[src/rtl/mdu_pkg.sv]
// Shared types and sizing for the multiply/divide unit's iterative divider.
package mdu_pkg;

  typedef enum logic [1:0] {
    DIV_IDLE,
    DIV_BUSY,
    DIV_DONE
  } div_state_t;

  localparam int DIV_WIDTH = 32;
  localparam int DIV_CNT_W = $clog2(DIV_WIDTH + 1);

endpackage

[src/rtl/mdu_divider_if.sv]
// Execute-stage <-> divider handshake and operand/result bundle.
interface mdu_divider_if #(
  parameter int WIDTH = 32
);

  logic             start_i;
  logic             sign_i;
  logic             annul_i;
  logic [WIDTH-1:0] opa_i;
  logic [WIDTH-1:0] opb_i;
  logic             busy_o;
  logic             ready_o;
  logic [WIDTH-1:0] quot_o;
  logic [WIDTH-1:0] rem_o;
  logic             div_zero_o;

  modport master (
    output start_i, sign_i, annul_i, opa_i, opb_i,
    input  busy_o, ready_o, quot_o, rem_o, div_zero_o
  );

  modport slave (
    input  start_i, sign_i, annul_i, opa_i, opb_i,
    output busy_o, ready_o, quot_o, rem_o, div_zero_o
  );

endinterface

[src/rtl/div_step.sv]
// One combinational restoring-division step: shift, trial subtract, keep or restore.
module div_step #(
  parameter int WIDTH = 32
) (
  input  logic [WIDTH:0]   prem_i,
  input  logic [WIDTH-1:0] quo_i,
  input  logic [WIDTH-1:0] div_i,
  output logic [WIDTH:0]   prem_o,
  output logic [WIDTH-1:0] quo_o
);

  logic [WIDTH+1:0] shifted;
  logic [WIDTH:0]   diff;
  logic             fits;

  always_comb begin
    shifted = {prem_i, quo_i[WIDTH-1]};
    diff    = shifted[WIDTH:0] - {1'b0, div_i};
    fits    = shifted >= {2'b00, div_i};
    prem_o  = fits ? diff : shifted[WIDTH:0];
    quo_o   = {quo_i[WIDTH-2:0], fits};
  end

endmodule

[src/rtl/mdu_divider.sv]
// Iterative signed/unsigned divider producing quotient (LO) and remainder (HI),
// with pipeline stall, annul and divide-by-zero reporting.
module mdu_divider
  import mdu_pkg::*;
#(
  parameter int WIDTH          = DIV_WIDTH,
  parameter int BITS_PER_CYCLE = 1
) (
  input  logic         clk,
  input  logic         rst,
  mdu_divider_if.slave bus
);

  localparam int               CNT_W = $clog2(WIDTH + 1);
  localparam logic [CNT_W-1:0] STEPS = CNT_W'(WIDTH / BITS_PER_CYCLE);

  div_state_t       state_q;
  logic [CNT_W-1:0] cnt_q;
  logic [WIDTH:0]   prem_q;
  logic [WIDTH-1:0] quo_q;
  logic [WIDTH-1:0] div_q;
  logic             negq_q;
  logic             negr_q;
  logic [WIDTH-1:0] quot_q;
  logic [WIDTH-1:0] rem_q;
  logic             dz_q;
  logic             busy_q;
  logic             ready_q;

  logic [WIDTH-1:0] opa_abs;
  logic [WIDTH-1:0] opb_abs;
  logic [WIDTH:0]   prem_fin;
  logic [WIDTH-1:0] quo_fin;
  logic [WIDTH-1:0] quot_d;
  logic [WIDTH-1:0] rem_d;

  // Chain of restoring steps; each stage feeds the next within one cycle.
  for (genvar g = 0; g < BITS_PER_CYCLE; g++) begin : g_step
    logic [WIDTH:0]   prem_in;
    logic [WIDTH-1:0] quo_in;
    logic [WIDTH:0]   prem_out;
    logic [WIDTH-1:0] quo_out;

    if (g == 0) begin : g_first
      assign prem_in = prem_q;
      assign quo_in  = quo_q;
    end else begin : g_next
      assign prem_in = g_step[g-1].prem_out;
      assign quo_in  = g_step[g-1].quo_out;
    end

    div_step #(.WIDTH(WIDTH)) u_step (
      .prem_i (prem_in),
      .quo_i  (quo_in),
      .div_i  (div_q),
      .prem_o (prem_out),
      .quo_o  (quo_out)
    );
  end

  assign prem_fin = g_step[BITS_PER_CYCLE-1].prem_out;
  assign quo_fin  = g_step[BITS_PER_CYCLE-1].quo_out;

  always_comb begin
    opa_abs = (bus.sign_i && bus.opa_i[WIDTH-1]) ? -bus.opa_i : bus.opa_i;
    opb_abs = (bus.sign_i && bus.opb_i[WIDTH-1]) ? -bus.opb_i : bus.opb_i;
    quot_d  = negq_q ? -quo_fin : quo_fin;
    rem_d   = negr_q ? -prem_fin[WIDTH-1:0] : prem_fin[WIDTH-1:0];
  end

  always_ff @(posedge clk) begin
    if (!rst) begin
      state_q <= DIV_IDLE;
      cnt_q   <= '0;
      prem_q  <= '0;
      quo_q   <= '0;
      div_q   <= '0;
      negq_q  <= 1'b0;
      negr_q  <= 1'b0;
      quot_q  <= '0;
      rem_q   <= '0;
      dz_q    <= 1'b0;
      busy_q  <= 1'b0;
      ready_q <= 1'b0;
    end else begin
      ready_q <= 1'b0;
      case (state_q)
        DIV_IDLE: begin
          if (bus.start_i && !bus.annul_i) begin
            quo_q  <= opa_abs;
            div_q  <= opb_abs;
            prem_q <= '0;
            negq_q <= bus.sign_i && (bus.opa_i[WIDTH-1] ^ bus.opb_i[WIDTH-1]);
            negr_q <= bus.sign_i && bus.opa_i[WIDTH-1];
            busy_q <= 1'b1;
            // A zero divisor skips iteration and reports immediately.
            if (bus.opb_i == '0) begin
              state_q <= DIV_DONE;
              cnt_q   <= '0;
              quot_q  <= '1;
              rem_q   <= bus.opa_i;
              dz_q    <= 1'b1;
              ready_q <= 1'b1;
            end else begin
              state_q <= DIV_BUSY;
              cnt_q   <= STEPS;
            end
          end
        end
        DIV_BUSY: begin
          if (bus.annul_i) begin
            state_q <= DIV_IDLE;
            cnt_q   <= '0;
            busy_q  <= 1'b0;
          end else begin
            prem_q <= prem_fin;
            quo_q  <= quo_fin;
            cnt_q  <= cnt_q - 1'b1;
            if (cnt_q == CNT_W'(1)) begin
              state_q <= DIV_DONE;
              quot_q  <= quot_d;
              rem_q   <= rem_d;
              dz_q    <= 1'b0;
              ready_q <= 1'b1;
            end
          end
        end
        DIV_DONE: begin
          state_q <= DIV_IDLE;
          busy_q  <= 1'b0;
        end
        default: begin
          state_q <= DIV_IDLE;
          busy_q  <= 1'b0;
        end
      endcase
    end
  end

  assign bus.busy_o     = busy_q;
  assign bus.ready_o    = ready_q;
  assign bus.quot_o     = quot_q;
  assign bus.rem_o      = rem_q;
  assign bus.div_zero_o = dz_q;

endmodule

[src/flat_wrapper.sv]
// flat-port wrapper written by rule: the top's interface ports become plain ports
module mdu_divider_flat import mdu_pkg::*;
#(
  parameter int WIDTH          = DIV_WIDTH,
  parameter int BITS_PER_CYCLE = 1
)
  (clk, rst, bus_start_i, bus_sign_i, bus_annul_i, bus_opa_i, bus_opb_i, bus_busy_o, bus_ready_o, bus_quot_o, bus_rem_o, bus_div_zero_o);
  mdu_divider_if #(.WIDTH(WIDTH)) bus_i ();
  input  logic clk;
  input  logic rst;
  input wire logic [$bits(bus_i.start_i)-1:0] bus_start_i;
  input wire logic [$bits(bus_i.sign_i)-1:0] bus_sign_i;
  input wire logic [$bits(bus_i.annul_i)-1:0] bus_annul_i;
  input wire logic [$bits(bus_i.opa_i)-1:0] bus_opa_i;
  input wire logic [$bits(bus_i.opb_i)-1:0] bus_opb_i;
  output wire logic [$bits(bus_i.busy_o)-1:0] bus_busy_o;
  output wire logic [$bits(bus_i.ready_o)-1:0] bus_ready_o;
  output wire logic [$bits(bus_i.quot_o)-1:0] bus_quot_o;
  output wire logic [$bits(bus_i.rem_o)-1:0] bus_rem_o;
  output wire logic [$bits(bus_i.div_zero_o)-1:0] bus_div_zero_o;
  assign bus_i.start_i = bus_start_i;
  assign bus_i.sign_i = bus_sign_i;
  assign bus_i.annul_i = bus_annul_i;
  assign bus_i.opa_i = bus_opa_i;
  assign bus_i.opb_i = bus_opb_i;
  assign bus_busy_o = bus_i.busy_o;
  assign bus_ready_o = bus_i.ready_o;
  assign bus_quot_o = bus_i.quot_o;
  assign bus_rem_o = bus_i.rem_o;
  assign bus_div_zero_o = bus_i.div_zero_o;
  mdu_divider #(.WIDTH(WIDTH), .BITS_PER_CYCLE(BITS_PER_CYCLE)) u_core (.clk(clk), .rst(rst), .bus(bus_i));
endmodule
[config.mk]
export PLATFORM = sky130hd
export DESIGN_NAME = mdu_divider_flat
export DESIGN_NICKNAME = d
export VERILOG_FILES = /design/src/rtl/mdu_pkg.sv /design/src/rtl/mdu_divider_if.sv /design/src/rtl/div_step.sv /design/src/rtl/mdu_divider.sv /design/src/flat_wrapper.sv
export SDC_FILE = /design/constraint.sdc
export NUM_CORES = 1
export LEC_CHECK = 0
export CAP_MARGIN = 20
export CORE_MARGIN = 5
export CORE_UTILIZATION = 57
export CTS_BUF_LIST = sky130_fd_sc_hd__clkbuf_4
export DETAILED_ROUTE_END_ITERATION = 6
export GPL_ROUTABILITY_DRIVEN = 0
export PLACE_DENSITY_LB_ADDON = 0.3
export RECOVER_POWER = 100
export REMOVE_ABC_BUFFERS = 1
export SLEW_MARGIN = 20
export SYNTH_ARGS = -nofsm -noshare
export SYNTH_HDL_FRONTEND = slang
export SYNTH_SLANG_ARGS = --single-unit
[constraint.sdc]
create_clock -name clk -period 7.5 [get_ports clk]
set_clock_uncertainty 0.1 [all_clocks]
set_input_delay 0.75 -clock clk [delete_from_list [all_inputs] [get_ports clk]]
set_output_delay 0.75 -clock clk [all_outputs]
set_load 0.03 [all_outputs]
# After elaboration in Yosys (flattened, before gate mapping)

Cells that the tools add are included.

Register bits after elaboration: 174
Logic and storage cells: 85

Add/sub/neg operators: 6
Order comparisons: 1
Eq/ne operators: 8
Mux-type cells: 43
Bitwise operators: 1
Reduce and logical (&&, ||, !) cells: 14

Operators with widths:

| cell                                                                    | number |
|---|---|
| 32-bit two-way mux                                                      | 14 |
| 32-bit case mux with 2 select lines                                     | 3 |
| 32-bit negator                                                          | 4 |
| 33-bit two-way mux                                                      | 3 |
| 33-bit case mux with 2 select lines                                     | 1 |
| 34-bit by 32-bit greater-or-equal comparator with 1-bit output          | 1 |
| 33-bit by 32-bit subtractor with 33-bit output                          | 1 |
| 32-bit logical NOT                                                      | 1 |
| 6-bit two-way mux                                                       | 3 |
| 6-bit case mux with 2 select lines                                      | 1 |
| 1-bit two-way mux                                                       | 10 |
| 2-bit two-way mux                                                       | 4 |
| 2-bit AND reduction                                                     | 4 |
| 6-bit by 1-bit equality test with 1-bit output, second input constant   | 1 |
| 2-bit by 1-bit inequality test with 1-bit output, second input constant | 3 |
| 1-bit case mux with 2 select lines                                      | 3 |
| 6-bit by 1-bit subtractor with 6-bit output, second input constant      | 1 |
| 5-bit AND reduction                                                     | 1 |
| 1-bit logical AND                                                       | 4 |
| 2-bit inequality test, second input constant                            | 2 |
| 2-bit case mux with 2 select lines                                      | 1 |
| 3-bit by 2-bit inequality test with 1-bit output, second input constant | 1 |
| 3-bit AND reduction                                                     | 1 |
| 2-bit by 1-bit equality test with 1-bit output, second input constant   | 1 |
| other kinds (4)                                                         | 4 |

# Longest topological paths before layout

Gate-level depths: netlist of run 1.

Depth in word-level cells: 7
Gate-level depth with buffers: 25

# Modules after synthesis

Synthesis of run 1 repeated with hierarchy kept, for this count alone.

Cell total of the unflattened synthesis: 1607
Area, all modules: 12041.5 sq um

Modules (own cells, without submodules):

| module      | instances | cells each | area an instance (sq um) | seq. area each (sq um) |
|---|---|---|---|---|
| mdu_divider | 1         | 1220       | 9475.3                   | 3483.3 |
| div_step    | 1         | 387        | 2566.2                   | 0.0 |

# Worst setup path before layout of run 1

OpenSTA, ideal clock, no wires.

Kind: register -> register
From: register u_core.quo_q[31] (netlist: u_core.g_step[0].quo_in[31])
To: register u_core.rem_q[30] (netlist: u_core.bus.rem_o[30])
Library setup time: 0.062 ns
Arrival: 5.069 ns
Slack: 2.270 ns
Stages on the path, launching flop included: 25
Buffers on the path: 5
Period minus slack after synthesis: 5.230 ns
Cell sequence: dfxtp_1 > inv_1 > ha_1 > inv_1 > fa_1 > a21oi_1 > o211ai_1 > a32o_2 > o211ai_4 > nand2_2 > buf_2 > buf_4 > buf_2 > buf_2 > o21ai_0 > ha_1 > inv_1 > nor2_1 > and4b_1 > a21oi_1 > or3_1 > buf_2 > or4b_1 > or3_1 > nand3_1

Word-level cells in the longest chain between the ends: 7

RTL lines:

| what                                                                                                                             | line                           | source |
|---|---|---|
| from (decl)                                                                                                                      | mdu_divider.sv:20              | `logic [WIDTH-1:0] quo_q;` |
| from (signal assigned)                                                                                                           | mdu_divider.sv:90              | `quo_q <= opa_abs;` |
| from (signal assigned)                                                                                                           | mdu_divider.sv:117             | `quo_q <= quo_fin;` |
| 33-bit by 32-bit subtractor with 33-bit output or 34-bit by 32-bit greater-or-equal comparator with 1-bit output (tied branches) | div_step.sv:18, div_step.sv:19 |  |
| 33-bit two-way mux (*)                                                                                                           | div_step.sv:20                 | `prem_o = fits ? diff : shifted[WIDTH:0];` |
| 32-bit negator                                                                                                                   | mdu_divider.sv:68              | `rem_d = negr_q ? -prem_fin[WIDTH-1:0] : prem_fin[WIDTH-1:0];` |
| 32-bit two-way mux (*)                                                                                                           | mdu_divider.sv:68              |  |
| 32-bit two-way mux (*)                                                                                                           | mdu_divider.sv:119             | `if (cnt_q == CNT_W'(1)) begin` |
| 32-bit two-way mux (*)                                                                                                           | mdu_divider.sv:111             | `if (bus.annul_i) begin` |
| 32-bit case mux with 2 select lines (*)                                                                                          | mdu_divider.sv:87              | `case (state_q)` |
| to (signal assigned)                                                                                                             | mdu_divider.sv:101             | `rem_q <= bus.opa_i;` |
| to (signal assigned)                                                                                                             | mdu_divider.sv:122             | `rem_q <= rem_d;` |
| to (decl)                                                                                                                        | mdu_divider.sv:25              | `logic [WIDTH-1:0] rem_q;` |

Mark *: on every way between the ends. The rest lies on a longest branch, timed or not. The select of a mux whose other input is x is not followed.
A chain may end at the register's enable or synchronous reset.

==> flow_metrics.tcl, run 1 <==
set metrics [dict create \
    outcome "finished with violations" \
    violations "design-rule violations, max-capacitance violations, max-slew violations" \
    port_buffers 135 \
    ys_warn_count 0 \
    ys.flop_type "dfxtp_1" \
    critPathArrivalTime_ps 6130 \
    vias_per_cell 6.36 \
    slew_headroom_pct -99.5 \
    yosys.area_share.simple_pct 23.2 \
    end_kind "register" \
    cts_resized 0 \
    cts_buffers 17 \
    fin_crit_sh_pct 76.1 \
    slowest_stage "clkinvlp_2" \
    grt_max_degree 95 \
    cp_slowest_stage_delay_ps 2340 \
    setup_tns_ps 0 \
    syn-cell-area_um2 12300 \
    crit_chain "dlygate4sd3_1 -> buf_4 -> clkinvlp_2 -> clkbuf_2 -> nor2_1 -> nand3_1 -> o221a_2 -> o211ai_1" \
    clockBufferDepth 2 \
    required_ps 7920 \
    synth.distinct_cells 80 \
    cts-htree-levels 4 \
    post-route-util_pct 65.9 \
    drt.antenna.violating_nets 0 \
    synthesis.instances 1667 \
    clkSinkCount 174 \
    critPathMaxFanout 87 \
    final_cell_mix "nor2_1 (232), dfxtp_1 (174), a21oi_1 (156), nand2_1 (126), o21ai_0 (96)" \
    antenna_found_initial 1 \
    slew_viol_final 247 \
    die-area_um2 24600 \
    dpl.hpwl_um 25800 \
    grt_pass1_vias 11400 \
    vias 12800 \
    clk_pin_slew_ps 160 \
    clock.fmax_mhz 175 \
    crit_type "input pin to register" \
    cp_top_family "buffers and inverters" \
    fillCellCount 1825 \
    fin_nets 1828 \
    num_io_pins 136 \
    async_flop_share_pct 0 \
    synth.avg_cell_area_um2 7.37 \
    grt_setup_unrepaired "false" \
    clk_latency_ps 580 \
    first_pass_iters 7 \
    area.growth.synth_to_final_pct 13.5 \
    synth_edf_count 0 \
    yosysSeqAreaShare_pct 28.3 \
    synth-xor-area-share_pct 7.98 \
    maxCapViolCount 3 \
    fp-row-count 53 \
    synth_top_family_by_area "compound AO/OA/AOI/OAI gates" \
    p_leak_nw 5.41 \
    dp_slack_ps 2450 \
    synthMuxAreaShare_pct 3.20 \
    drc 2 \
    min_period_ps 5710 \
    ir_drop_mv 0.106 \
    hold_viol_final 0 \
    dieHeight_um 157 \
    power_w 0.00220 \
    wl_per_cell_um 17.6 \
    yosys.area_share.adder_pct 4.03 \
    cp.buffers_inverters 4 \
    layout_commonest_cell "nor2_1" \
    grt.total_usage_pct 27.7 \
    synth_compound_area_share_pct 27.7 \
    core_area_um2 21200 \
    drtIter0Drc 1328 \
    root_buffer "clkbuf_4" \
    grt_pass1_wl_um 56500 \
    startpoint_type "input pin" \
    cts_tree "built" \
    ys_seq_elements 174 \
    die_x_um 157 \
    cts_hold_buf 0 \
    pwr_density_cell_nw_per_um2 158 \
    worst_pin_slew_ps 2980 \
    setup_slack_ps 1790 \
    postCtsSetupBuffers 0 \
    start_util_pct 58.1 \
    setup_violations 0 \
    drive_gt1_share_pct 4.50 \
    grt-ovfl-total 0 \
    wl_um 35400 \
    hold_class "register to register" \
]
## where the power goes
group          switching [W]  internal, W
clock network       0.000348     0.000235
registers          0.0000295     0.000954
logic               0.000396     0.000237
## path summary, 6_finish.rpt
check / startpoint / end / slack [ps] / cells past startpoint
max: rst / u_core.bus.rem_o[31] / 1790 / 8
min: u_core.div_q[31] / u_core.div_q[31] / 370 / 2
max reg2reg: u_core.state_q[0] / u_core.bus.rem_o[8] / 2210 / 10
min reg2reg: u_core.div_q[31] / u_core.div_q[31] / 370 / 2
## kinds of logic (layout without fill, tap and decap cells)
logic type	after synthesis	count (layout)
compound gates	527	527
xor+xnor	112	112
fa+ha+maj	39	39
buf+inv	172	238
flops	174	174
mux	38	38
other cells	0	1
simple gates	605	605
## metrics by stage
| step | hold slack (ps) | std cells | area, um2 |
|---|---|---|---|
| after CTS | 369 | 2008 | 14000 |
| after global routing | 387 | 2009 | 13900 |
| after global placement | 340 | 1976 | 13700 |
| final | 368 | 2009 | 13900 |
| after floorplan | 332 | 1551 | 11800 |
| after detailed placement | 351 | 1976 | 13700 |
## synthesized netlist by cell type (all sizes together) (4+ instances only)
master  instances  area [um2]
a211oi         60         465
inv            55         206
a21o           12        90.1
a31oi          46         288
nand3          41         205
buf            27         136
or4            13        97.6
nand4          17         106
nand2b         12        75.1
o22ai           7        43.8
nor2          233         875
o211a           5        50.1
or2             6        37.5
ha             38         475
o31a            4        35.0
nand2         127         479
dfxtp         174        3480
xor2           72         631
o41ai          20         175
clkbuf         89         334
and2           14        87.6
and4            5        43.8
or3            32         200
nand4b          4        35.0
mux2           10         113
nor2b           4        25.0
a21boi          4        30.0
a22oi           7        52.6
nor3           40         200
o21ai         103         515
a311oi         27         236
mux2i          28         280
xnor2          40         350
o211ai         13         111
and3           28         175
o31ai          25         188
a21oi         157         786
nor4           22         144
o21a            4        30.0
## worst register-to-register path, stage by stage (launching register included)
cell and delay [ps]:
dfxtp_1 380, nor2_1 150, nand2_1 110, nor2_4 80
clkbuf_1 2060, nand2_1 100, nand2_1 290, clkbuf_2 1210
o311ai_0 350, o21ai_0 180, nor2_1 80
## sequential cells by signal, summed over array words and instances (netlist names)
| signal | count |
|---|---|
| u_core.g_step.quo_in | 32 |
| u_core.negq_q | 1 |
| u_core.g_step.prem_in | 33 |
| u_core.state_q | 2 |
| u_core.bus.busy_o | 1 |
| u_core.bus.ready_o | 1 |
| u_core.div_q | 32 |
| u_core.bus.rem_o | 32 |
| u_core.bus.quot_o | 32 |
| u_core.negr_q | 1 |
| u_core.cnt_q | 6 |
| u_core.bus.div_zero_o | 1 |
## area by class of cell
class	count	area (um2)	share of cell area, %
diodes	1	2.50	0.0179
clock buffers	18	135	0.969
clock inverters	14	165	1.18
inverters	56	213	1.53
multi-input cells	1321	8150	58.4
flip-flops and latches	174	3480	25.0
well taps	275	344	2.47
repair buffers	150	1460	10.4
## per-layer routing
metal	vias to the layer above	share of wire [%]	track usage (%)
met5	-	0	0
met4	0	3.1	10.0
met3	91	9.4	3.79
met2	617	45	45.2
met1	5844	43	37.6
li1	6225	-	-
Power figures use the tool's default switching activity.
==> run 2: changes to the inputs <==
==> constraint.sdc (replaced) <==
create_clock -name clk -period 5.9 [get_ports clk]
set_clock_uncertainty 0.1 [all_clocks]
set_input_delay 0.59 -clock clk [delete_from_list [all_inputs] [get_ports clk]]
set_output_delay 0.59 -clock clk [all_outputs]
set_load 0.03 [all_outputs]
==> flow_metrics.tcl, run 2 (synthesis gave the netlist of run 1 again) <==
set metrics [dict create \
    area.growth.synth_to_final_pct 13.4 \
    outcome "finished with violations" \
    violations "max-capacitance violations, max-slew violations" \
    grt_max_degree 95 \
    first_pass_iters 5 \
    required_ps 6360 \
    cts-htree-levels 4 \
    die-area_um2 24600 \
    hold_class "register to register" \
    antenna_found_initial 1 \
    wl_per_cell_um 17.6 \
    pwr_density_cell_nw_per_um2 197 \
    dp_slack_ps 785 \
    clockBufferDepth 2 \
    dieHeight_um 157 \
    power_w 0.00275 \
    startpoint_type "register" \
    worst_pin_slew_ps 2550 \
    drive_gt1_share_pct 4.66 \
    drt.antenna.violating_nets 0 \
    die_x_um 157 \
    fin_nets 1834 \
    slew_headroom_pct -70.1 \
    vias_per_cell 6.34 \
    fillCellCount 1865 \
    slew_viol_final 265 \
    setup_slack_ps 453 \
    grt_pass1_wl_um 57400 \
    end_kind "register" \
    num_io_pins 136 \
    wl_um 35600 \
    hold_viol_final 0 \
    drtIter0Drc 1422 \
    crit_type "register to register" \
    ir_drop_mv 0.0955 \
    core_area_um2 21200 \
    setup_violations 0 \
    cts_hold_buf 0 \
    drc 0 \
    critPathMaxFanout 24 \
    root_buffer "clkbuf_4" \
    maxCapViolCount 4 \
    critPathArrivalTime_ps 5910 \
    clkSinkCount 174 \
    grt_pass1_vias 11400 \
    setup_tns_ps 0 \
    post-route-util_pct 65.9 \
    fp-row-count 53 \
    clock.fmax_mhz 184 \
    grt.total_usage_pct 28.3 \
    cts_resized 0 \
    clk_latency_ps 610 \
    cts_buffers 17 \
    largest_register_ffs 33 \
    dpl.hpwl_um 26300 \
    grt_setup_unrepaired "false" \
    min_period_ps 5450 \
    grt-ovfl-total 0 \
    p_leak_nw 5.42 \
    fin_crit_sh_pct 92.3 \
    vias 12800 \
    layout_commonest_cell "nor2_1" \
    final_cell_mix "nor2_1 (232), dfxtp_1 (174), a21oi_1 (157), nand2_1 (126), o21ai_0 (96)" \
    cts_tree "built" \
    clk_pin_slew_ps 160 \
    port_buffers 135 \
    start_util_pct 58.1 \
    postCtsSetupBuffers 0 \
]
run 2: cell type report:
class	instances	area, um2	share of cell area (%)
antenna	2	5.00	0.0359
timing repair buffer	156	1490	10.7
multi-input combinational	1321	8140	58.4
inverter	56	213	1.53
clock inverter	14	136	0.978
tap	275	344	2.47
sequential	174	3480	25.0
clock buffer	18	135	0.969
run 2: path summary, 6_finish.rpt:
check	cells after the start	start	end	slack (ps)
worst min register to register	2	u_core.div_q[25]	u_core.div_q[25]	370
worst min-delay path	2	u_core.div_q[25]	u_core.div_q[25]	370
worst max register to register	13	u_core.g_step[0].prem_in[16]	u_core.bus.rem_o[29]	450
worst max-delay path	13	u_core.g_step[0].prem_in[16]	u_core.bus.rem_o[29]	450
run 2: worst max-delay path: stages, from the launching register on:
cell	delay, ps
dfxtp_1	400
ha_1	520
nand2_1	230
or3_1	430
o221ai_2	290
o211ai_4	160
nand2_2	290
buf_4	310
clkbuf_1	990
mux2_2	470
nor4_2	380
o21ai_1	220
or4_1	520
nand3_1	100
run 2: per-layer routing:
layer  routed length (um)  global-route usage, %  up-vias
met5                    0                      0        -
met4                 1060                   9.05        0
met3                 3460                   4.87      103
met2                16200                   46.6      651
met1                14800                   37.8     5765
li1                     -                      -     6263
run 2: power by group:
part / internal [W] / switching, W / total, W / leakage [nW]
registers: 0.00121 / 0.0000372 / 0.00125 / 1.41
clock network: 0.000222 / 0.000464 / 0.000687 / 0.141
logic: 0.000305 / 0.000506 / 0.000812 / 3.86
run 2: stage by stage:
| step | cell area (um2) | cells | hold slack (ps) |
|---|---|---|---|
| after floorplan | 11800 | 1551 | 332 |
| after CTS | 14000 | 2014 | 372 |
| after global placement | 13700 | 1982 | 340 |
| after global routing | 13900 | 2015 | 385 |
| final | 13900 | 2016 | 367 |
| after detailed placement | 13700 | 1982 | 353 |
==> run 3: changes to the inputs <==
--- a/config.mk
+++ b/config.mk
@@ -11,9 +11,10 @@
 export CTS_BUF_LIST = sky130_fd_sc_hd__clkbuf_4
 export DETAILED_ROUTE_END_ITERATION = 6
 export GPL_ROUTABILITY_DRIVEN = 0
-export PLACE_DENSITY_LB_ADDON = 0.3
+export PLACE_DENSITY = 0.85
 export RECOVER_POWER = 100
 export REMOVE_ABC_BUFFERS = 1
+export SKIP_CTS_REPAIR_TIMING = 1
 export SLEW_MARGIN = 20
 export SYNTH_ARGS = -nofsm -noshare
 export SYNTH_HDL_FRONTEND = slang
==> flow_metrics.tcl, run 3 (synthesis gave the netlist of run 1 again) <==
set metrics [dict create \
    outcome "finished with violations" \
    violations "design-rule violations, max-capacitance violations, max-slew violations" \
    drive_gt1_share_pct 4.27 \
    ir_drop_mv 0.109 \
    drc 2 \
    power_w 0.00276 \
    die_x_um 157 \
    worst_pin_slew_ps 2060 \
    cts-htree-levels 4 \
    critPathMaxFanout 8 \
    vias 12800 \
    drt.antenna.violating_nets 0 \
    switchingPower_w 0.000990 \
    seq_power_share_pct 45.3 \
    setup_violations 0 \
    pwr-share-clk_pct 25.5 \
    sw_frac_of_total_pct 35.9 \
    hold_class "register to register" \
    p_leak_nw 5.40 \
    cts_buffers 17 \
    grt-ovfl-total 0 \
    wl_um 35200 \
    pwr-share-comb_pct 29.1 \
    final_cell_mix "nor2_1 (232), dfxtp_1 (174), a21oi_1 (156), nand2_1 (127), o21ai_0 (97)" \
    clkSinkCount 174 \
    clock.fmax_mhz 192 \
    clockBufferDepth 2 \
    multi_input_area_um2 8140 \
    crit_type "register to register" \
    grt_pass1_vias 11500 \
    grt.total_usage_pct 28.2 \
    min_period_ps 5220 \
    slew_headroom_pct -37.6 \
    pwr_density_cell_nw_per_um2 198 \
    drtIter0Drc 1448 \
    p_int_w 0.00177 \
    grt_setup_unrepaired "false" \
    start_util_pct 58.1 \
    port_buffers 135 \
    core_area_um2 21200 \
    fin_nets 1830 \
    grt_max_degree 103 \
    largest_register_ffs 33 \
    dieHeight_um 157 \
    vias_per_cell 6.37 \
    first_pass_iters 7 \
    post_dp_cell_area_um2 13700 \
    num_io_pins 136 \
    end_kind "register" \
    wl_per_cell_um 17.5 \
    critPathArrivalTime_ps 5670 \
    setup_tns_ps 0 \
    area.growth.synth_to_final_pct 13.4 \
    clk_latency_ps 600 \
    layout_commonest_cell "nor2_1" \
    cts_tree "built" \
    dpl.hpwl_um 26100 \
    post-route-util_pct 65.9 \
    hold_viol_final 0 \
    required_ps 6350 \
    fp-row-count 53 \
    antenna_found_initial 1 \
    die-area_um2 24600 \
    grt_pass1_wl_um 57400 \
    fin_crit_sh_pct 88.4 \
    startpoint_type "register" \
    fillCellCount 1842 \
    root_buffer "clkbuf_4" \
    clk_pin_slew_ps 160 \
    maxCapViolCount 4 \
    slew_viol_final 200 \
    design_area_um2 13900 \
    regArea_um2 3480 \
]
-- run 3: changes by cell type in the layout (fill, tap and decap cells not counted), moves of 2 or more --
cell,change
clkinvlp_2,-2
inv_6,+4
inv_8,-2
clkinv_4,-2
buf_4,-6
-- run 3: per-layer routing --
layer  vias up  global-route usage [%]  wire, um
met4         0                    11.2      1270
met1      5834                    37.1     14700
met5         -                       0         0
li1       6235                       -         -
met2       627                    46.2     16000
met3       107                    4.76      3220
-- run 3: power groups by stage --
stage / combinational [W] / clock, W / sequential (W)
3_5_place_dp: 0.000788 / 0 / 0.00128
2_1_floorplan: 0.000551 / 0 / 0.00127
4_1_cts: 0.000791 / 0.000716 / 0.00125
6_report: 0.000804 / 0.000705 / 0.00125
3_3_place_gp: 0.000772 / 0 / 0.00127
5_1_grt: 0.000885 / 0.000764 / 0.00126
-- run 3: worst paths after layout --
check / startpoint / endpoint / slack [ps] / cells past startpoint
min reg2reg: u_core.div_q[22] / u_core.div_q[22] / 370 / 2
max: u_core.g_step[0].quo_in[31] / u_core.bus.rem_o[30] / 680 / 20
min: u_core.div_q[22] / u_core.div_q[22] / 370 / 2
max reg2reg: u_core.g_step[0].quo_in[31] / u_core.bus.rem_o[30] / 680 / 20
-- run 3: critical path, stage by stage, from the launching register on --
cell      delay, ps
dfxtp_1         390
inv_1            70
ha_1            170
inv_1            60
fa_1            410
a21oi_1         210
o211ai_1        120
clkbuf_1        220
a32o_1          330
o211ai_4        300
nand2_1         240
o21ai_0         320
ha_1            270
inv_1            70
nor2_1           90
and4b_1         190
a21oi_1         140
or3_1           550
or4b_1          520
or3_1           350
nand3_1          80
-- run 3: metrics by stage --
step	hold slack (ps)	instances	setup slack, ps
3_3_place_gp	343	1978	1080
3_5_place_dp	351	1978	971
5_1_grt	388	2011	316
6_report	372	2011	682
4_1_cts	370	2009	944
2_1_floorplan	332	1551	298
-- run 3: final cells by class --
cell class	count	share of cell area, %
Clock buffer	17	0.916
Antenna cell	2	0.0359
Multi-Input combinational cell	1321	58.4
Tap cell	275	2.47
Sequential cell	174	25.0
Timing Repair Buffer	152	10.5
Clock inverter	14	1.10
Inverter	56	1.54
